## src/rtl/mem_req_arbiter_if.sv

```systemverilog
`default_nettype none
// ============================================================================
// Module   : mem_req_arbiter_if
// Purpose  : Bundle of the three cache-miss requester ports and the single
//            backing-memory port that mem_req_arbiter sits between.
//            master = the arbiter, slave = requesters plus memory.
// Revision : 1.0 - initial release
// ============================================================================
interface mem_req_arbiter_if #(
  parameter int CL_SIZE = 128,
  parameter int ADDR_W  = 32
);
  // Requester side
  logic               req_even, req_odd, req_data;
  logic [ADDR_W-1:0]  addr_even, addr_odd, addr_data;
  logic               is_write_even, is_write_odd, is_write_data;
  logic [CL_SIZE-1:0] wdata_even, wdata_odd, wdata_data;
  logic               resp_even, resp_odd, resp_data;
  logic               err_even, err_odd, err_data;
  logic [CL_SIZE-1:0] rdata_out;

  // Memory side
  logic               mem_req_valid;
  logic               mem_req_ready;
  logic [ADDR_W-1:0]  mem_addr;
  logic               mem_is_write;
  logic [CL_SIZE-1:0] mem_wdata;
  logic               mem_resp_valid;
  logic [CL_SIZE-1:0] mem_rdata;

  logic               busy;

  modport master (
    input  req_even, req_odd, req_data,
    input  addr_even, addr_odd, addr_data,
    input  is_write_even, is_write_odd, is_write_data,
    input  wdata_even, wdata_odd, wdata_data,
    output resp_even, resp_odd, resp_data,
    output err_even, err_odd, err_data,
    output rdata_out,
    output mem_req_valid, mem_addr, mem_is_write, mem_wdata,
    input  mem_req_ready, mem_resp_valid, mem_rdata,
    output busy
  );

  modport slave (
    output req_even, req_odd, req_data,
    output addr_even, addr_odd, addr_data,
    output is_write_even, is_write_odd, is_write_data,
    output wdata_even, wdata_odd, wdata_data,
    input  resp_even, resp_odd, resp_data,
    input  err_even, err_odd, err_data,
    input  rdata_out,
    input  mem_req_valid, mem_addr, mem_is_write, mem_wdata,
    output mem_req_ready, mem_resp_valid, mem_rdata,
    input  busy
  );
endinterface
`default_nettype wire

```

## src/rtl/mem_req_arbiter.sv

```systemverilog
`default_nettype none
// ============================================================================
// Module   : mem_req_arbiter
// Purpose  : Round-robin arbiter sharing one backing-memory port between the
//            I$ even bank, I$ odd bank and D$ miss logic. One transaction in
//            flight; a per-transaction timeout completes it with an error.
// Revision : 1.0 - initial release
// ============================================================================
module mem_req_arbiter #(
  parameter int CL_SIZE = 128,
  parameter int ADDR_W  = 32,
  parameter int TIMEOUT = 255
) (
  input  logic              clk,
  input  logic              rst,
  mem_req_arbiter_if.master bus
);

  typedef enum logic [1:0] {
    IDLE  = 2'd0,
    ISSUE = 2'd1,
    WAIT  = 2'd2,
    DONE  = 2'd3
  } state_t;

  localparam logic [1:0] ID_EVEN = 2'd0;
  localparam logic [1:0] ID_ODD  = 2'd1;
  localparam logic [1:0] ID_DATA = 2'd2;

  // Counter can run one past TIMEOUT when the handshake lands on the last
  // ISSUE cycle, so size it for TIMEOUT+1.
  localparam int              CNT_W     = $clog2(TIMEOUT + 2);
  localparam logic [CNT_W-1:0] CNT_LIMIT = CNT_W'(TIMEOUT);

  state_t             state, state_nx;
  logic [1:0]         last, last_nx;
  logic [1:0]         grant, grant_nx;
  logic [1:0]         pick, c0, c1, c2;
  logic [3:0]         reqs;
  logic [CNT_W-1:0]   cnt, cnt_nx;
  logic               timed_out;
  logic               err_nx;
  logic [ADDR_W-1:0]  pick_addr, addr_nx;
  logic               pick_wr, wr_nx;
  logic [CL_SIZE-1:0] pick_wdata, wdata_nx, rdata_nx;

  function automatic logic [1:0] next_id(input logic [1:0] id);
    return (id == ID_DATA) ? ID_EVEN : id + 2'd1;
  endfunction

  // Rotating priority: the requester right after the last grant looks first.
  always_comb begin
    reqs = {1'b0, bus.req_data, bus.req_odd, bus.req_even};
    c0   = next_id(last);
    c1   = next_id(c0);
    c2   = next_id(c1);
    if (reqs[c0])      pick = c0;
    else if (reqs[c1]) pick = c1;
    else               pick = c2;
  end

  // Payload of the requester that would win this cycle.
  always_comb begin
    pick_addr  = bus.addr_even;
    pick_wr    = bus.is_write_even;
    pick_wdata = bus.wdata_even;
    case (pick)
      ID_ODD: begin
        pick_addr  = bus.addr_odd;
        pick_wr    = bus.is_write_odd;
        pick_wdata = bus.wdata_odd;
      end
      ID_DATA: begin
        pick_addr  = bus.addr_data;
        pick_wr    = bus.is_write_data;
        pick_wdata = bus.wdata_data;
      end
      default: ;
    endcase
  end

  assign timed_out = (cnt >= CNT_LIMIT);

  // Next-state logic; a response beats a timeout landing in the same cycle.
  always_comb begin
    state_nx = state;
    last_nx  = last;
    grant_nx = grant;
    cnt_nx   = cnt;
    addr_nx  = bus.mem_addr;
    wr_nx    = bus.mem_is_write;
    wdata_nx = bus.mem_wdata;
    rdata_nx = bus.rdata_out;
    err_nx   = 1'b0;
    case (state)
      IDLE: begin
        if (|reqs) begin
          state_nx = ISSUE;
          grant_nx = pick;
          last_nx  = pick;
          cnt_nx   = '0;
          addr_nx  = pick_addr;
          wr_nx    = pick_wr;
          wdata_nx = pick_wdata;
        end
      end
      ISSUE: begin
        cnt_nx = cnt + 1'b1;
        if (bus.mem_req_valid && bus.mem_req_ready) begin
          state_nx = WAIT;
        end else if (timed_out) begin
          state_nx = DONE;
          err_nx   = 1'b1;
          rdata_nx = '0;
        end
      end
      WAIT: begin
        cnt_nx = cnt + 1'b1;
        if (bus.mem_resp_valid) begin
          state_nx = DONE;
          // A write ack carries no fill data.
          rdata_nx = bus.mem_is_write ? '0 : bus.mem_rdata;
        end else if (timed_out) begin
          state_nx = DONE;
          err_nx   = 1'b1;
          rdata_nx = '0;
        end
      end
      DONE:    state_nx = IDLE;
      default: state_nx = IDLE;
    endcase
  end

  // State register; every output is a flop derived from the next state.
  always_ff @(posedge clk) begin
    if (rst) begin
      state             <= IDLE;
      last              <= ID_DATA;
      grant             <= ID_EVEN;
      cnt               <= '0;
      bus.mem_req_valid <= 1'b0;
      bus.mem_addr      <= '0;
      bus.mem_is_write  <= 1'b0;
      bus.mem_wdata     <= '0;
      bus.rdata_out     <= '0;
      bus.busy          <= 1'b0;
      bus.resp_even     <= 1'b0;
      bus.resp_odd      <= 1'b0;
      bus.resp_data     <= 1'b0;
      bus.err_even      <= 1'b0;
      bus.err_odd       <= 1'b0;
      bus.err_data      <= 1'b0;
    end else begin
      state             <= state_nx;
      last              <= last_nx;
      grant             <= grant_nx;
      cnt               <= cnt_nx;
      bus.mem_req_valid <= (state_nx == ISSUE);
      bus.mem_addr      <= addr_nx;
      bus.mem_is_write  <= wr_nx;
      bus.mem_wdata     <= wdata_nx;
      bus.rdata_out     <= rdata_nx;
      bus.busy          <= (state_nx != IDLE);
      bus.resp_even     <= (state_nx == DONE) && (grant_nx == ID_EVEN);
      bus.resp_odd      <= (state_nx == DONE) && (grant_nx == ID_ODD);
      bus.resp_data     <= (state_nx == DONE) && (grant_nx == ID_DATA);
      bus.err_even      <= (state_nx == DONE) && (grant_nx == ID_EVEN) && err_nx;
      bus.err_odd       <= (state_nx == DONE) && (grant_nx == ID_ODD)  && err_nx;
      bus.err_data      <= (state_nx == DONE) && (grant_nx == ID_DATA) && err_nx;
    end
  end

endmodule
`default_nettype wire

```

## src/flat_wrapper.sv

```systemverilog
// flat-port wrapper written by rule: the top's interface ports become plain ports
module mem_req_arbiter_flat 
#(
  parameter int CL_SIZE = 128,
  parameter int ADDR_W  = 32,
  parameter int TIMEOUT = 255
)
  (clk, rst, bus_req_even, bus_req_odd, bus_req_data, bus_addr_even, bus_addr_odd, bus_addr_data, bus_is_write_even, bus_is_write_odd, bus_is_write_data, bus_wdata_even, bus_wdata_odd, bus_wdata_data, bus_resp_even, bus_resp_odd, bus_resp_data, bus_err_even, bus_err_odd, bus_err_data, bus_rdata_out, bus_mem_req_valid, bus_mem_addr, bus_mem_is_write, bus_mem_wdata, bus_mem_req_ready, bus_mem_resp_valid, bus_mem_rdata, bus_busy);
  mem_req_arbiter_if #(.CL_SIZE(CL_SIZE), .ADDR_W(ADDR_W)) bus_i ();
  input  logic clk;
  input  logic rst;
  input wire logic [$bits(bus_i.req_even)-1:0] bus_req_even;
  input wire logic [$bits(bus_i.req_odd)-1:0] bus_req_odd;
  input wire logic [$bits(bus_i.req_data)-1:0] bus_req_data;
  input wire logic [$bits(bus_i.addr_even)-1:0] bus_addr_even;
  input wire logic [$bits(bus_i.addr_odd)-1:0] bus_addr_odd;
  input wire logic [$bits(bus_i.addr_data)-1:0] bus_addr_data;
  input wire logic [$bits(bus_i.is_write_even)-1:0] bus_is_write_even;
  input wire logic [$bits(bus_i.is_write_odd)-1:0] bus_is_write_odd;
  input wire logic [$bits(bus_i.is_write_data)-1:0] bus_is_write_data;
  input wire logic [$bits(bus_i.wdata_even)-1:0] bus_wdata_even;
  input wire logic [$bits(bus_i.wdata_odd)-1:0] bus_wdata_odd;
  input wire logic [$bits(bus_i.wdata_data)-1:0] bus_wdata_data;
  output wire logic [$bits(bus_i.resp_even)-1:0] bus_resp_even;
  output wire logic [$bits(bus_i.resp_odd)-1:0] bus_resp_odd;
  output wire logic [$bits(bus_i.resp_data)-1:0] bus_resp_data;
  output wire logic [$bits(bus_i.err_even)-1:0] bus_err_even;
  output wire logic [$bits(bus_i.err_odd)-1:0] bus_err_odd;
  output wire logic [$bits(bus_i.err_data)-1:0] bus_err_data;
  output wire logic [$bits(bus_i.rdata_out)-1:0] bus_rdata_out;
  output wire logic [$bits(bus_i.mem_req_valid)-1:0] bus_mem_req_valid;
  output wire logic [$bits(bus_i.mem_addr)-1:0] bus_mem_addr;
  output wire logic [$bits(bus_i.mem_is_write)-1:0] bus_mem_is_write;
  output wire logic [$bits(bus_i.mem_wdata)-1:0] bus_mem_wdata;
  input wire logic [$bits(bus_i.mem_req_ready)-1:0] bus_mem_req_ready;
  input wire logic [$bits(bus_i.mem_resp_valid)-1:0] bus_mem_resp_valid;
  input wire logic [$bits(bus_i.mem_rdata)-1:0] bus_mem_rdata;
  output wire logic [$bits(bus_i.busy)-1:0] bus_busy;
  assign bus_i.req_even = bus_req_even;
  assign bus_i.req_odd = bus_req_odd;
  assign bus_i.req_data = bus_req_data;
  assign bus_i.addr_even = bus_addr_even;
  assign bus_i.addr_odd = bus_addr_odd;
  assign bus_i.addr_data = bus_addr_data;
  assign bus_i.is_write_even = bus_is_write_even;
  assign bus_i.is_write_odd = bus_is_write_odd;
  assign bus_i.is_write_data = bus_is_write_data;
  assign bus_i.wdata_even = bus_wdata_even;
  assign bus_i.wdata_odd = bus_wdata_odd;
  assign bus_i.wdata_data = bus_wdata_data;
  assign bus_resp_even = bus_i.resp_even;
  assign bus_resp_odd = bus_i.resp_odd;
  assign bus_resp_data = bus_i.resp_data;
  assign bus_err_even = bus_i.err_even;
  assign bus_err_odd = bus_i.err_odd;
  assign bus_err_data = bus_i.err_data;
  assign bus_rdata_out = bus_i.rdata_out;
  assign bus_mem_req_valid = bus_i.mem_req_valid;
  assign bus_mem_addr = bus_i.mem_addr;
  assign bus_mem_is_write = bus_i.mem_is_write;
  assign bus_mem_wdata = bus_i.mem_wdata;
  assign bus_i.mem_req_ready = bus_mem_req_ready;
  assign bus_i.mem_resp_valid = bus_mem_resp_valid;
  assign bus_i.mem_rdata = bus_mem_rdata;
  assign bus_busy = bus_i.busy;
  mem_req_arbiter #(.CL_SIZE(CL_SIZE), .ADDR_W(ADDR_W), .TIMEOUT(TIMEOUT)) u_core (.clk(clk), .rst(rst), .bus(bus_i));
endmodule
```

## config.mk

```make
export PLATFORM = sky130hd
export DESIGN_NAME = mem_req_arbiter_flat
export DESIGN_NICKNAME = d
export VERILOG_FILES = /design/src/rtl/mem_req_arbiter_if.sv /design/src/rtl/mem_req_arbiter.sv /design/src/flat_wrapper.sv
export SDC_FILE = /design/constraint.sdc
export NUM_CORES = 1
export LEC_CHECK = 0
export ABC_AREA = 1
export CORE_AREA = 2 2 356 358
export CTS_CLUSTER_SIZE = 20
export DETAILED_ROUTE_END_ITERATION = 7
export DIE_AREA = 0 0 358 360
export HOLD_SLACK_MARGIN = 0.15
export PLACE_DENSITY = 0.34
export SYNTH_ARGS = -nofsm -noshare
export SYNTH_HDL_FRONTEND = slang
export SYNTH_SLANG_ARGS = --single-unit
```

## constraint.sdc

```tcl
create_clock -name clk -period 4.8 [get_ports clk]
set_input_delay 0.96 -clock clk [delete_from_list [all_inputs] [get_ports clk]]
set_output_delay 0.96 -clock clk [all_outputs]
set_load 0.05 [all_outputs]
```

==> After elaboration in Yosys (flattened, before gate mapping) <==
Cells that the tools add are included.
Widths: inputs -> output; s select.
{ "word_totals": {"regBits": 312, "input_bits": 618, "output_inout_bits": 297, "word_cells": 84} }
{ "classes": {"n_addsub": 4, "order_cmp": 3, "n_eq_ne": 14, "mux": 30, "n_reduce_logical": 17} }
{ "ops": {"columns": ["operator", "count"], "rows": [
  ["$mux 128", 4],
  ["$pmux 128 s2", 2],
  ["$pmux 32 s2", 1],
  ["$mux 2", 11],
  ["$pmux 9 s2", 1],
  ["$eq 2x2->1 const B", 8],
  ["$add 9x1->9 const B", 1],
  ["$ge 9x8->1 const B", 1],
  ["$mux 9", 1],
  ["$eq 2x1->1 const B", 4],
  ["$pmux 2 s4", 1],
  ["$logic_and 1x1->1", 7],
  ["$add 2x1->2 const B", 3],
  ["$lt 2x3->1 const B", 2],
  ["$reduce_and 2->1", 3],
  ["$reduce_bool 2->1", 3],
  ["$mux 1", 5],
  ["$bmux 1 s2", 2],
  ["$logic_not 2->1", 2],
  ["$pmux 1 s2", 2],
  ["$reduce_or 3->1", 1],
  ["$ne 2x1->1 const B", 1],
  ["$ne 2x2->1 const B", 1],
  ["$reduce_or 2->1", 1]
]} }

==> Longest topological paths before layout <==
{ "depth": {"word_depth": 13, "mapped_depth": 14, "depth_no_buf": 12} }

==> Worst setup path before layout <==
Ideal clock, no wire load.
{ "synth_timing": {"path_type": "input to register", "from": "input port bus_req_even", "to": "register u_core.bus.mem_addr[0]", "setup_time_ps": 70, "t_arrival_ps": 2550, "required_time_ps": 4730, "setup_slack_ps": 2180, "cell_stages": 11, "path_buffers": 3, "cell_sequence": "o21ai_0 -> nand2_1 -> o21bai_1 -> inv_1 -> ha_1 -> buf_2 -> inv_2 -> buf_2 -> clkbuf_1 -> nand2_1 -> a21oi_1"} }
{ "synth_between": {"elab_chain_cells": 6, "elab_cells_between_ends": 11, "classes_between": "eq/ne (2); mux (7); reduce/logical (2)"} }
{ "synth_rtl": {"columns": ["element", "line_no", "rtl"], "rows": [
  ["start: declaration", "flat_wrapper.sv:12", "input wire logic [$bits(bus_i.req_even)-1:0] bus_req_even;"],
  ["$bmux 1 s2", "mem_req_arbiter.sv:58", "else if (reqs[c1]) pick = c1;"],
  ["$mux 1 (implied by the code)", "mem_req_arbiter.sv:58", null],
  ["$mux 2", "mem_req_arbiter.sv:58", null],
  ["$mux 2 *", "mem_req_arbiter.sv:57", "if (reqs[c0]) pick = c0;"],
  ["via u_core.pick[0]", "mem_req_arbiter.sv:38", "logic [1:0] pick, c0, c1, c2;"],
  ["$eq 2x2->1 or $eq 2x1->1 (tied branches)", "mem_req_arbiter.sv:67", "case (pick)"],
  ["$pmux 32 s2 *", "mem_req_arbiter.sv:67", null],
  ["end signal: assignment", "mem_req_arbiter.sv:159", "bus.mem_addr <= addr_nx;"],
  ["end: declaration", "mem_req_arbiter_if.sv:41", "output mem_req_valid, mem_addr, mem_is_write, mem_wdata,"]
]} }
The timed path passes the listed nets; every way through them passes the cells marked *. The select of a mux whose other input is x is not followed.
A chain may end at the register's enable or synchronous reset.

==> Final worst setup path <==
{ "layout_timing": {"from": "register u_core.bus.mem_wdata[32]", "to": "output port bus_mem_wdata[32]"} }
{ "layout_rtl": {"columns": ["element", "line_no", "rtl"], "rows": [
  ["start: declaration", "mem_req_arbiter_if.sv:41", null],
  ["start signal: assignment", "mem_req_arbiter.sv:161", "bus.mem_wdata <= wdata_nx;"],
  ["end: declaration", "flat_wrapper.sv:34", "output wire logic [$bits(bus_i.mem_wdata)-1:0] bus_mem_wdata;"]
]} }
No word-level cell between the ends.

==> reports/summary.txt <==
# setup viols final -> 0
Post-route DRC -> 0
Hold Path Stages -> 1
HP Class -> register to register
fillers -> 13813
vias in the first global route -> 16853
Fin Setup TNS -> 0 ns
WL final -> 96400 um
hpwl dp -> 71700 um
Slowest cell on crit path -> clkdlybuf4s50_1
initial antenna violation count -> 38
Worst R2R Setup Slack -> 2.16 ns
placer congestion estimate -> 0.806
worst-margin pin slew -> 1.05 ns
syn_area_per_cell -> 7.83 um^2
postcts setup bufs -> 0
GRT Total Usage -> 0.142
R2R cell count -> 10
Crit path required time -> 3.84 ns
area of the multi-input gates -> 6970 um^2
CP top delay family -> buffers and inverters
Post-synth EDFFs -> 0
layout net count -> 3251
Rel. slew slack -> 0.300
root buf cell -> clkbuf_16
Routed Antenna Nets -> 0
Cell Area, Synth -> 14100 um^2
Die Span X -> 358 um
Port Buffers -> 914
DR vias/cell -> 3.79
Max Cap Viol -> 0
CP startpoint kind -> register
Area Growth Syn to Fin -> 87.0%
VDD IR max -> 0.243 mV
final hold vios -> 0
H-tree depth -> 2
Synth Net Count -> 2431
Pleak -> 9.00 nW
count of hold-fix buffers inserted at cts -> 0
CTS tree -> yes
Netlist cell types -> 30
clock buffer depth -> 3
Power Density -> 433 nW/um^2
first-pass GRT wire length -> 131000 um
io pins -> 915
status -> complete, no violations
proportion of layout cells with a drive suffix above 1 -> 0.0772
clock skew -> 0.0154 ns
CP arrival -> 2.13 ns
RSZ-0062 raised after global routing -> false
Critical path buffers and inverters -> 1
drt initial violations -> 912
FMAX -> 324 MHz
Crit path largest cell delay -> 1.05 ns
DR vias -> 16392
crit path cell chain -> clkdlybuf4s50_1
Worst path depth -> 1
#FFs+latches synth -> 312
wire length per cell -> 22.3 um
Post-CTS Resized -> 0
Post-synth ARST share -> 0
Hold EP -> u_core.cnt[7]
reg2reg end -> u_core.bus.rdata_out[108]
Clock Latency Late Sink -> 0.61 ns
Seq/Total Area, Yosys -> 0.442
Sink Count -> 312
hold path start -> u_core.cnt[7]
largest net degree at the start of global routing -> 129
Clock transition at path regs -> 0.05 ns
starting density of the core -> 0.113
Storage cell area -> 6250 um^2
Reg-to-Reg Start -> u_core.cnt[0]
Primary FF master, synth -> dfxtp_1
minimum clock period -> 3.09 ns
CP Launch Point -> u_core.bus.mem_wdata[32]
Initial DRT Pass Iterations -> 4
FP Rows -> 130
CP Max Fanout -> 2
Core Area -> 125000 um^2
Worst Setup End Kind -> output port
final worst path period share -> 0.644
synthesized instance count -> 1806
CTS buffer count -> 47
Slew Limit Fails -> 0
Die ar. -> 129000 um^2
pre-CTS setup slack -> 1.09 ns
Die Height -> 360 um
YS warnings -> 0
gr ovfl total -> 0
fin worst setup slack -> 1.71 ns
crit path kind -> register to output port
[cells by family after synthesis]
kind of cell | share of synthesized area
AOI/OAI and AO/OA | 0.343
buffers and inverters | 0.0682
DFF | 0.442
adders and majority gates | 0.00619
and+or+nand+nor | 0.140
xor gates and xnor gates | 0.000620
[state kept, by name, summed over array words and instances, names as in the netlist]
signal                    flops
u_core.bus.err_odd            1
u_core.cnt                    9
u_core.bus.resp_even          1
u_core.bus.busy               1
u_core.bus.resp_odd           1
u_core.bus.mem_addr          32
u_core.last                   2
u_core.state                  2
u_core.bus.mem_is_write       1
u_core.bus.err_even           1
u_core.bus.resp_data          1
u_core.bus.mem_req_valid      1
u_core.bus.rdata_out        128
u_core.grant                  2
u_core.bus.mem_wdata        128
u_core.bus.err_data           1
[Yosys cell counts (7+ instances only)]
cell type / number / area share
nor2_1: 23 / 0.0061
buf_2: 31 / 0.011
o21ai_0: 169 / 0.060
a21oi_2: 66 / 0.041
inv_1: 25 / 0.0066
nand2_1: 425 / 0.11
a22o_1: 161 / 0.10
nand3_1: 9 / 0.0032
buf_12: 8 / 0.011
ha_1: 7 / 0.0062
buf_1: 9 / 0.0024
clkbuf_1: 113 / 0.030
a21oi_1: 390 / 0.14
nand2_2: 33 / 0.015
dfxtp_1: 312 / 0.44
[per-layer routing]
metal	global-route usage	routed length (um)	vias up	part of all wire
li1	-	-	7959	-
met1	0.168	40400	7723	0.42
met2	0.232	45200	574	0.47
met3	0.0553	8680	114	0.090
met4	0.0493	1970	22	0.020
met5	0	143	-	0.0015
[worst max-delay path by stage]
stage | to | slack, ns
final | bus_mem_wdata[32] | 1.71
after global placement | u_core.bus.mem_wdata[62] | 1.10
after global routing | u_core.bus.mem_wdata[101] | 1.53
after floorplan | u_core.bus.mem_addr[0] | 2.18
after CTS | bus_mem_wdata[96] | 1.54
after detailed placement | u_core.bus.mem_wdata[34] | 1.09
[placed cells by master (no fill, tap or decap), types with 5 or more instances in the layout]
cell	n
a21oi_1	390
a21oi_2	66
a22o_1	161
buf_12	13
buf_4	12
clkbuf_1	10
clkbuf_16	47
clkdlybuf4s50_1	913
clkinv_2	9
dfxtp_1	312
diode_2	21
ha_1	5
inv_1	24
inv_6	6
nand2_1	424
nand2_2	32
nand3_1	9
nor2_1	23
o21ai_0	169
[stage by stage]
step,instances,util,hold slack [ns],power [mW],area (um^2)
3_5_place_dp,4227,0.199,0.441,8.07,24900
5_1_grt,4324,0.212,0.470,12.1,26400
3_3_place_gp,4227,0.199,0.444,8.12,24900
4_1_cts,4307,0.211,0.451,11.7,26400
6_report,4328,0.212,0.449,11.4,26400
2_1_floorplan,1806,-,0.422,5.80,14100
[layout make-up]
| cell class | count | share of cell area |
|---|---|---|
| Antenna cell | 21 | 0.00199 |
| Sequential cell | 312 | 0.236 |
| Inverter | 28 | 0.00454 |
| Clock inverter | 19 | 0.00809 |
| Timing Repair Buffer | 939 | 0.359 |
| Tap cell | 1650 | 0.0781 |
| Multi-Input combinational cell | 1298 | 0.264 |
| Clock buffer | 61 | 0.0480 |
[report_power, final]
group          internal, mW  switching (mW)
Clock                  2.06            1.44
Combinational          1.68            3.15
Sequential             2.93           0.190
Power figures use the tool's default switching activity.
